`src/rtl/sd_cmd_rx_pkg.sv`:
```
// Shared definitions for the SPI-mode SD command receiver: frame geometry,
// CRC7 polynomial and single-step helper, DataOut byte-select codes, FSM states.
// Latency: n/a (package). Backpressure: n/a (package).
package sd_cmd_rx_pkg;

    // A command frame is always 48 bits; only the first 40 are covered by CRC7.
    localparam int FRAME_BITS = 48;
    localparam int CRC_BITS   = 40;

    // x^7 + x^3 + 1 with the x^7 term implied.
    localparam logic [6:0] CRC7_POLY = 7'h09;

    // DataOut byte selects.
    localparam logic [2:0] RD_IDX  = 3'd0;  // {start, tx, index[5:0]}
    localparam logic [2:0] RD_ARG3 = 3'd1;  // arg[31:24]
    localparam logic [2:0] RD_ARG2 = 3'd2;  // arg[23:16]
    localparam logic [2:0] RD_ARG1 = 3'd3;  // arg[15:8]
    localparam logic [2:0] RD_ARG0 = 3'd4;  // arg[7:0]
    localparam logic [2:0] RD_CRC  = 3'd5;  // {crc7, end}
    localparam logic [2:0] RD_STAT = 3'd6;  // {5'b0, overrun, frame_err, crc_err}
    localparam logic [2:0] RD_ZERO = 3'd7;  // reads as zero

    typedef enum logic [1:0] {
        ST_IDLE  = 2'd0,
        ST_SHIFT = 2'd1,
        ST_HOLD  = 2'd2
    } state_e;

    // One serial CRC7 step, MSB-first input.
    function automatic logic [6:0] crc7_step(input logic [6:0] crc, input logic din);
        logic fb;
        fb = din ^ crc[6];
        return {crc[5:0], 1'b0} ^ (fb ? CRC7_POLY : 7'h00);
    endfunction

endpackage

```
`src/rtl/sd_crc7.sv`:
```
// Serial CRC7 (x^7+x^3+1, init 0), one bit per enabled clock, MSB first.
// Latency: crc_o reflects a bit one clock after it is presented with en_i.
// Backpressure: none; caller gates en_i. clr_i with en_i restarts on the current bit.
//
// Ports:
//   clk_i   clock, rising edge
//   rst_ni  async active-low reset
//   clr_i   restart the remainder from zero
//   en_i    absorb din_i this clock
//   din_i   serial data bit
//   crc_o   current remainder
module sd_crc7
    import sd_cmd_rx_pkg::*;
(
    input  logic       clk_i,
    input  logic       rst_ni,
    input  logic       clr_i,
    input  logic       en_i,
    input  logic       din_i,
    output logic [6:0] crc_o
);

    logic [6:0] crc_q;
    logic [6:0] crc_d;
    logic [6:0] crc_base;

    always_comb begin
        // Clear and enable together means the current bit is the first bit of a new message.
        crc_base = clr_i ? 7'h00 : crc_q;
        crc_d    = crc_q;
        if (en_i) begin
            crc_d = crc7_step(crc_base, din_i);
        end else if (clr_i) begin
            crc_d = 7'h00;
        end
    end

    always_ff @(posedge clk_i or negedge rst_ni) begin
        if (!rst_ni) begin
            crc_q <= 7'h00;
        end else begin
            crc_q <= crc_d;
        end
    end

    assign crc_o = crc_q;

endmodule

```
`src/rtl/sd_cmd_rx.sv`:
```
// SPI-mode SD command receiver: deserialises 48-bit frames on SCLK, checks framing and CRC7, holds result.
// Latency: frame is held (cmd_rdy_n_o low) on the same edge that samples its last bit.
// Backpressure: held frame blocks new commits until ack_n_i; a frame arriving meanwhile is dropped and flags overrun.
//
// Ports:
//   sclk_i        sole clock, rising edge
//   reset_n_i     async active-low reset
//   cs_n_i        card select, active low; high during a frame aborts it
//   di_i          serial data, MSB first
//   ack_n_i       release of the held frame, active low, sampled on sclk_i
//   rd_sel_i      byte select for data_out_o
//   data_out_o    selected byte of held frame / status
//   cmd_rdy_n_o   low while a valid frame is held
//   busy_o        high while a frame is being shifted in
//   crc_err_o     CRC7 of held frame bad
//   frame_err_o   transmit or end bit of held frame is 0
//   overrun_o     sticky: a frame started while one was held
module sd_cmd_rx
    import sd_cmd_rx_pkg::*;
#(
    parameter int DWIDTH    = 8,
    parameter bit CRC_CHECK = 1'b1
) (
    input  logic              sclk_i,
    input  logic              reset_n_i,
    input  logic              cs_n_i,
    input  logic              di_i,
    input  logic              ack_n_i,
    input  logic [2:0]        rd_sel_i,
    output logic [DWIDTH-1:0] data_out_o,
    output logic              cmd_rdy_n_o,
    output logic              busy_o,
    output logic              crc_err_o,
    output logic              frame_err_o,
    output logic              overrun_o
);

    state_e state_q, state_d;

    // Shift register holds bits 47..1 once the last bit is on di_i; bit 0 never needs storing.
    logic [FRAME_BITS-2:0] sh_q,   sh_d;
    logic [FRAME_BITS-1:0] hold_q, hold_d;
    logic [5:0]            cnt_q,  cnt_d;
    logic                  crc_err_q,   crc_err_d;
    logic                  frame_err_q, frame_err_d;
    logic                  overrun_q,   overrun_d;
    // Set while a frame that arrived during HOLD is being swallowed.
    logic                  drop_q,      drop_d;

    logic                  crc_clr;
    logic                  crc_en;
    logic [6:0]            crc_w;

    logic                  start_bit;
    logic                  last_bit;
    logic                  start_en;
    logic                  shift_en;
    logic                  commit;
    logic [FRAME_BITS-1:0] frame_nxt;
    logic [7:0]            rd_byte;

    assign start_bit = ~cs_n_i & ~di_i;
    assign last_bit  = (cnt_q == 6'(FRAME_BITS - 1));
    assign frame_nxt = {sh_q, di_i};

    sd_crc7 u_crc7 (
        .clk_i  (sclk_i),
        .rst_ni (reset_n_i),
        .clr_i  (crc_clr),
        .en_i   (crc_en),
        .din_i  (di_i),
        .crc_o  (crc_w)
    );

    // Next-state and datapath control.
    always_comb begin
        state_d     = state_q;
        sh_d        = sh_q;
        hold_d      = hold_q;
        cnt_d       = cnt_q;
        crc_err_d   = crc_err_q;
        frame_err_d = frame_err_q;
        overrun_d   = overrun_q;
        drop_d      = drop_q;
        crc_clr     = 1'b0;
        crc_en      = 1'b0;
        start_en    = 1'b0;
        shift_en    = 1'b0;
        commit      = 1'b0;

        unique case (state_q)
            ST_IDLE: begin
                // di_i high with cs_n_i low is idle fill, not a start.
                if (start_bit) begin
                    start_en = 1'b1;
                    state_d  = ST_SHIFT;
                end
            end
            ST_SHIFT: begin
                if (cs_n_i) begin
                    // Abort: partial frame discarded, status of previous frame left alone.
                    state_d = ST_IDLE;
                end else begin
                    shift_en = 1'b1;
                    if (last_bit) begin
                        commit  = 1'b1;
                        state_d = ST_HOLD;
                    end
                end
            end
            ST_HOLD: begin
                if (!ack_n_i) begin
                    // Release wins over everything; a coincident start bit begins a clean frame.
                    crc_err_d   = 1'b0;
                    frame_err_d = 1'b0;
                    overrun_d   = 1'b0;
                    drop_d      = 1'b0;
                    if (start_bit) begin
                        start_en = 1'b1;
                        state_d  = ST_SHIFT;
                    end else begin
                        state_d = ST_IDLE;
                    end
                end else if (drop_q) begin
                    if (cs_n_i) begin
                        drop_d = 1'b0;
                    end else begin
                        shift_en = 1'b1;
                        if (last_bit) begin
                            drop_d = 1'b0;
                        end
                    end
                end else if (start_bit) begin
                    start_en  = 1'b1;
                    drop_d    = 1'b1;
                    overrun_d = 1'b1;
                end
            end
            default: begin
                state_d = ST_IDLE;
            end
        endcase

        if (start_en) begin
            sh_d    = {sh_q[FRAME_BITS-3:0], di_i};
            cnt_d   = 6'd1;
            crc_clr = 1'b1;
            crc_en  = 1'b1;
        end

        if (shift_en) begin
            sh_d   = {sh_q[FRAME_BITS-3:0], di_i};
            cnt_d  = cnt_q + 6'd1;
            // cnt_q is the number of bits already taken; CRC covers the first 40.
            crc_en = (cnt_q < 6'(CRC_BITS));
        end

        if (commit) begin
            hold_d      = frame_nxt;
            crc_err_d   = CRC_CHECK && (crc_w != frame_nxt[7:1]);
            frame_err_d = ~frame_nxt[FRAME_BITS-2] | ~frame_nxt[0];
        end
    end

    always_ff @(posedge sclk_i or negedge reset_n_i) begin
        if (!reset_n_i) begin
            state_q     <= ST_IDLE;
            sh_q        <= '0;
            hold_q      <= '0;
            cnt_q       <= 6'd0;
            crc_err_q   <= 1'b0;
            frame_err_q <= 1'b0;
            overrun_q   <= 1'b0;
            drop_q      <= 1'b0;
        end else begin
            state_q     <= state_d;
            sh_q        <= sh_d;
            hold_q      <= hold_d;
            cnt_q       <= cnt_d;
            crc_err_q   <= crc_err_d;
            frame_err_q <= frame_err_d;
            overrun_q   <= overrun_d;
            drop_q      <= drop_d;
        end
    end

    // Read mux over held registers.
    always_comb begin
        rd_byte = 8'h00;
        unique case (rd_sel_i)
            RD_IDX:  rd_byte = hold_q[47:40];
            RD_ARG3: rd_byte = hold_q[39:32];
            RD_ARG2: rd_byte = hold_q[31:24];
            RD_ARG1: rd_byte = hold_q[23:16];
            RD_ARG0: rd_byte = hold_q[15:8];
            RD_CRC:  rd_byte = hold_q[7:0];
            RD_STAT: rd_byte = {5'b00000, overrun_q, frame_err_q, crc_err_q};
            RD_ZERO: rd_byte = 8'h00;
            default: rd_byte = 8'h00;
        endcase
    end

    assign data_out_o  = DWIDTH'(rd_byte);
    assign cmd_rdy_n_o = (state_q != ST_HOLD);
    assign busy_o      = (state_q == ST_SHIFT) | drop_q;
    assign crc_err_o   = crc_err_q;
    assign frame_err_o = frame_err_q;
    assign overrun_o   = overrun_q;

endmodule

```
`config.mk`:
```
export PLATFORM = sky130hd
export DESIGN_NAME = sd_cmd_rx
export DESIGN_NICKNAME = d
export VERILOG_FILES = /design/src/rtl/sd_cmd_rx_pkg.sv /design/src/rtl/sd_crc7.sv /design/src/rtl/sd_cmd_rx.sv
export SDC_FILE = /design/constraint.sdc
export NUM_CORES = 1
export LEC_CHECK = 0
export CAP_MARGIN = 20
export CORE_UTILIZATION = 54
export DETAILED_ROUTE_END_ITERATION = 8
export PLACE_DENSITY = 0.76
export SETUP_SLACK_MARGIN = 0.4
export SYNTH_ARGS = -nofsm -noshare
export SYNTH_HDL_FRONTEND = slang
export SYNTH_SLANG_ARGS = --single-unit
```
`constraint.sdc`:
```
create_clock -name sclk_i -period 1.8 [get_ports sclk_i]
set_input_delay 0.36 -clock sclk_i [delete_from_list [all_inputs] [get_ports sclk_i]]
set_output_delay 0.36 -clock sclk_i [all_outputs]
set_load 0.02 [all_outputs]
```
==> summary.txt <==
Run
  • Max Cap Viol: 0

Run status
  • Failing checks: negative setup slack
  • Status: finished, violations left

Place
  • Final Wtd Congestion: 0.920
  • Number of port buffers: 20
  • Dpl ws: -1010 ps
  • DP Cell Count: 568
  • Dpl hpwl: 7390 µm

Final layout
  • Most frequent cells in the layout: 113 x dfrtp_1, 98 x mux2_4, 54 x buf_6
  • Layout Utilization: 0.897
  • Area grow syn2layout: 61.6%
  • Final Non-Filler Cells: 675
  • FF+latch area: 2850 µm²
  • Fraction of layout cells with a size suffix above 1: 0.608
  • Commonest non-fill, non-tap cell in the layout: dfrtp_1
  • # diodes: 0
  • Fillers: 289
  • Area of the multi-input gates: 2810 µm²
  • Nets: 547

Yosys
  • Yosys warning total: 0
  • Synthesized instance count: 391
  • Main combinational cell family by area after synthesis: multiplexers
  • Yosys top cell by area: dfrtp_1
  • Synth top area share: 0.556
  • Seq cells post-synth: 114
  • Synth Flop Type: dfrtp_1
  • Compound-Gate Fraction of Synth Area: 0.0788
  • Post-synth ARST share: 1.00
  • Syn avg cell area: 13.1 µm²
  • EDFF count, synth: 0
  • Post-synthesis mux area share: 0.233
  • Synth area leaders: dfrtp_1 56%, mux2_2 21%, mux2i_1 1.8%, nor2_1 1.7%, nor2b_1 1.5%
  • Synth Area in Adders: 0.0122
  • Register area share after synthesis: 0.556
  • Unique masters post-synth: 50
  • Synth Area in XOR/XNOR: 0.0137
  • Simple-gate area share of the yosys netlist: 0.0729
  • Syn nets: 404
  • Mapped Area: 5130 µm²

Critical path
  • Slowest CP cell: dfrtp_1
  • Crit. End Element: output pin
  • Depth of the worst register-to-register path: 8
  • Cell Chain, Critical Path: nor2b_1 -> o22ai_1 -> a222oi_1 -> buf_4 -> nor2_2 -> buf_6
  • WP depth: 6
  • CP arrival: 2030 ps
  • CP Class: reg -> out
  • Biggest cell delay along the critical path: 400 ps
  • Worst path top cell family by delay: compound AO/OA/AOI/OAI gates
  • CP Data Required Time: 1440 ps
  • Crit start category: flip-flop
  • Crit Path Max Fanout: 2
  • Worst Path Buf+Inv: 2

Route
  • Pre-Repair DR Iteration Count: 5
  • Routed Antenna Nets: 0
  • Total Wirelength: 20200 µm
  • Residual DRC: 0
  • Via/cell ratio: 6.45
  • WL/cell: 30.0 µm
  • Vias: 4357
  • Initial DRC count: 398

Floorplan
  • Core footprint: 9240 µm²
  • Ports: 21
  • Die X: 99.5 µm
  • Starting density of the core: 0.555
  • Die area: 9890 µm²
  • Die Ht: 99.5 µm
  • # rows: 35

GRT
  • Gr usage total: 0.359
  • Initial antenna violation count: 0
  • Number of global-route vias before repair: 4270
  • Overflow after GRT: 0
  • Global-route wire length before repair: 25300 µm
  • Largest net degree at the start of global routing: 45

Power and ir drop
  • Switching power: 3.13 mW
  • Leakage: 3.98 nW
  • PwrDens: 1260 nW/µm²
  • VDD IR-drop max: 913 µV
  • P_int: 7.35 mW
  • Clk network pwr share: 0.365
  • Combinational share of power: 0.326
  • Reg power frac: 0.309
  • Switching share of power: 0.299
  • Final Power: 10.5 mW

Timing
  • Final Setup Violations: 123
  • Crit share post-route: 1.33
  • RSZ-0062 raised after global routing: yes
  • Setup WS post-layout: -587 ps
  • Slew @ Worst Pin: 752 ps
  • Minimum clock period: 2390 ps
  • Fin. Hold Viols: 0
  • Min Hold Slack: 271 ps
  • FMAX: 419 MHz
  • Clock Skew: 9.97 ps
  • Slew headroom: 0.494
  • Max-slew violations: 0

Clocking
  • CTS Buffer Depth: 2
  • Worst skew pair latency: 540 ps
  • Clock transition at the registers of the reported paths: 60 ps
  • CTS H-Tree Depth: 4
  • Clk root buf: clkbuf_8
  • CTS tree: yes
  • Total clock sinks: 114
  • TritonCTS buffer count: 17

Min path
  • Worst min path class: in -> async
-- metrics by stage --
| step | setup TNS, ps | cell area [µm²] |
|---|---|---|
| after floorplan | -2640 | 5420 |
| after global placement | -40950 | 5980 |
| after detailed placement | -40700 | 5980 |
| after CTS | -18160 | 7690 |
| after global routing | -37570 | 8290 |
| final | -37450 | 8290 |
-- Yosys cell counts (3+ instances only) --
library cell / n
a21oi_1: 9
a221oi_1: 3
a222oi_1: 3
a22o_1: 4
and3_1: 3
buf_1: 3
buf_2: 5
buf_6: 6
clkbuf_1: 5
dfrtp_1: 114
ha_1: 5
inv_1: 11
mux2_1: 4
mux2_2: 94
mux2i_1: 9
nand2_1: 13
nand3_1: 4
nor2_1: 23
nor2b_1: 12
nor3_1: 4
o21ai_0: 6
o21ai_1: 3
o22ai_1: 4
o2bb2ai_1: 3
xnor2_1: 5
xor2_1: 3
-- worst paths after layout --
kind | slack [ps] | end | from
min in group sclk_i | 520 | hold_q[7] | hold_q[7]
min | 270 | cnt_q[2] | reset_n_i
max | -590 | data_out_o[4] | hold_q[12]
min reg2reg | 520 | hold_q[7] | hold_q[7]
max reg2reg | -410 | sh_q[17] | state_q[1]
max in group asynchronous | 930 | sh_q[13] | reset_n_i
-- sequential cells by signal, summed over array words and instances, names as in the netlist --
name and count:
sh_q 47, u_crc7.crc_o 7, drop_q 1, cnt_q 6, hold_q 48, crc_err_o 1
overrun_o 1, state_q 2, frame_err_o 1
-- cells by family (layout without fill, tap and decap cells) --
logic type / count (synthesis) / count (layout)
DFF: 114 / 114
muxes: 107 / 107
and+or+nand+nor: 73 / 73
AOI/OAI and AO/OA: 53 / 53
buffers and inverters: 31 / 186
xor gates and xnor gates: 8 / 8
adders and majority gates: 5 / 5
-- cell type report --
class,count,area share
Inverter,11,0.00589
Clock buffer,22,0.0534
Clock inverter,9,0.0245
Multi-Input combinational cell,246,0.339
Sequential cell,114,0.344
Tap cell,129,0.0195
Timing Repair Buffer,144,0.213
-- worst register-to-register path, cell delays in order, from the launching register on --
cell and delay [ps]:
dfrtp_1 430, inv_2 130, ha_4 160, and3b_2 250, o32ai_4 320, buf_6 200, buf_6 130, clkbuf_16 160
mux2_4 310
-- per-layer routing --
metal,share of wire,global-route usage,vias to the layer above
met5,0,0,-
met4,0.071,0.197,0
met3,0.074,0.0780,126
met2,0.50,0.611,311
met1,0.36,0.425,2224
li1,-,-,1696
-- power by group through the flow --
stage	sequential (mW)	clock, mW	combinational, mW
detailed placement	3.18	0	1.61
floorplan	3.08	0	1.21
finish	3.24	3.82	3.42
global route	3.25	3.96	3.50
CTS	3.16	3.76	2.70
global placement	3.17	0	1.57
-- repair_timing --
item	4_1_cts	5_1_grt
pin swaps	16	16
endpoints found under the hold margin	89	0
endpoints found under the setup margin	125	127
gates resized for setup	204	89
buffers inserted	29	30
hold buffers	1	0
gates cloned	14	2
(Power assumes the default switching activity.)
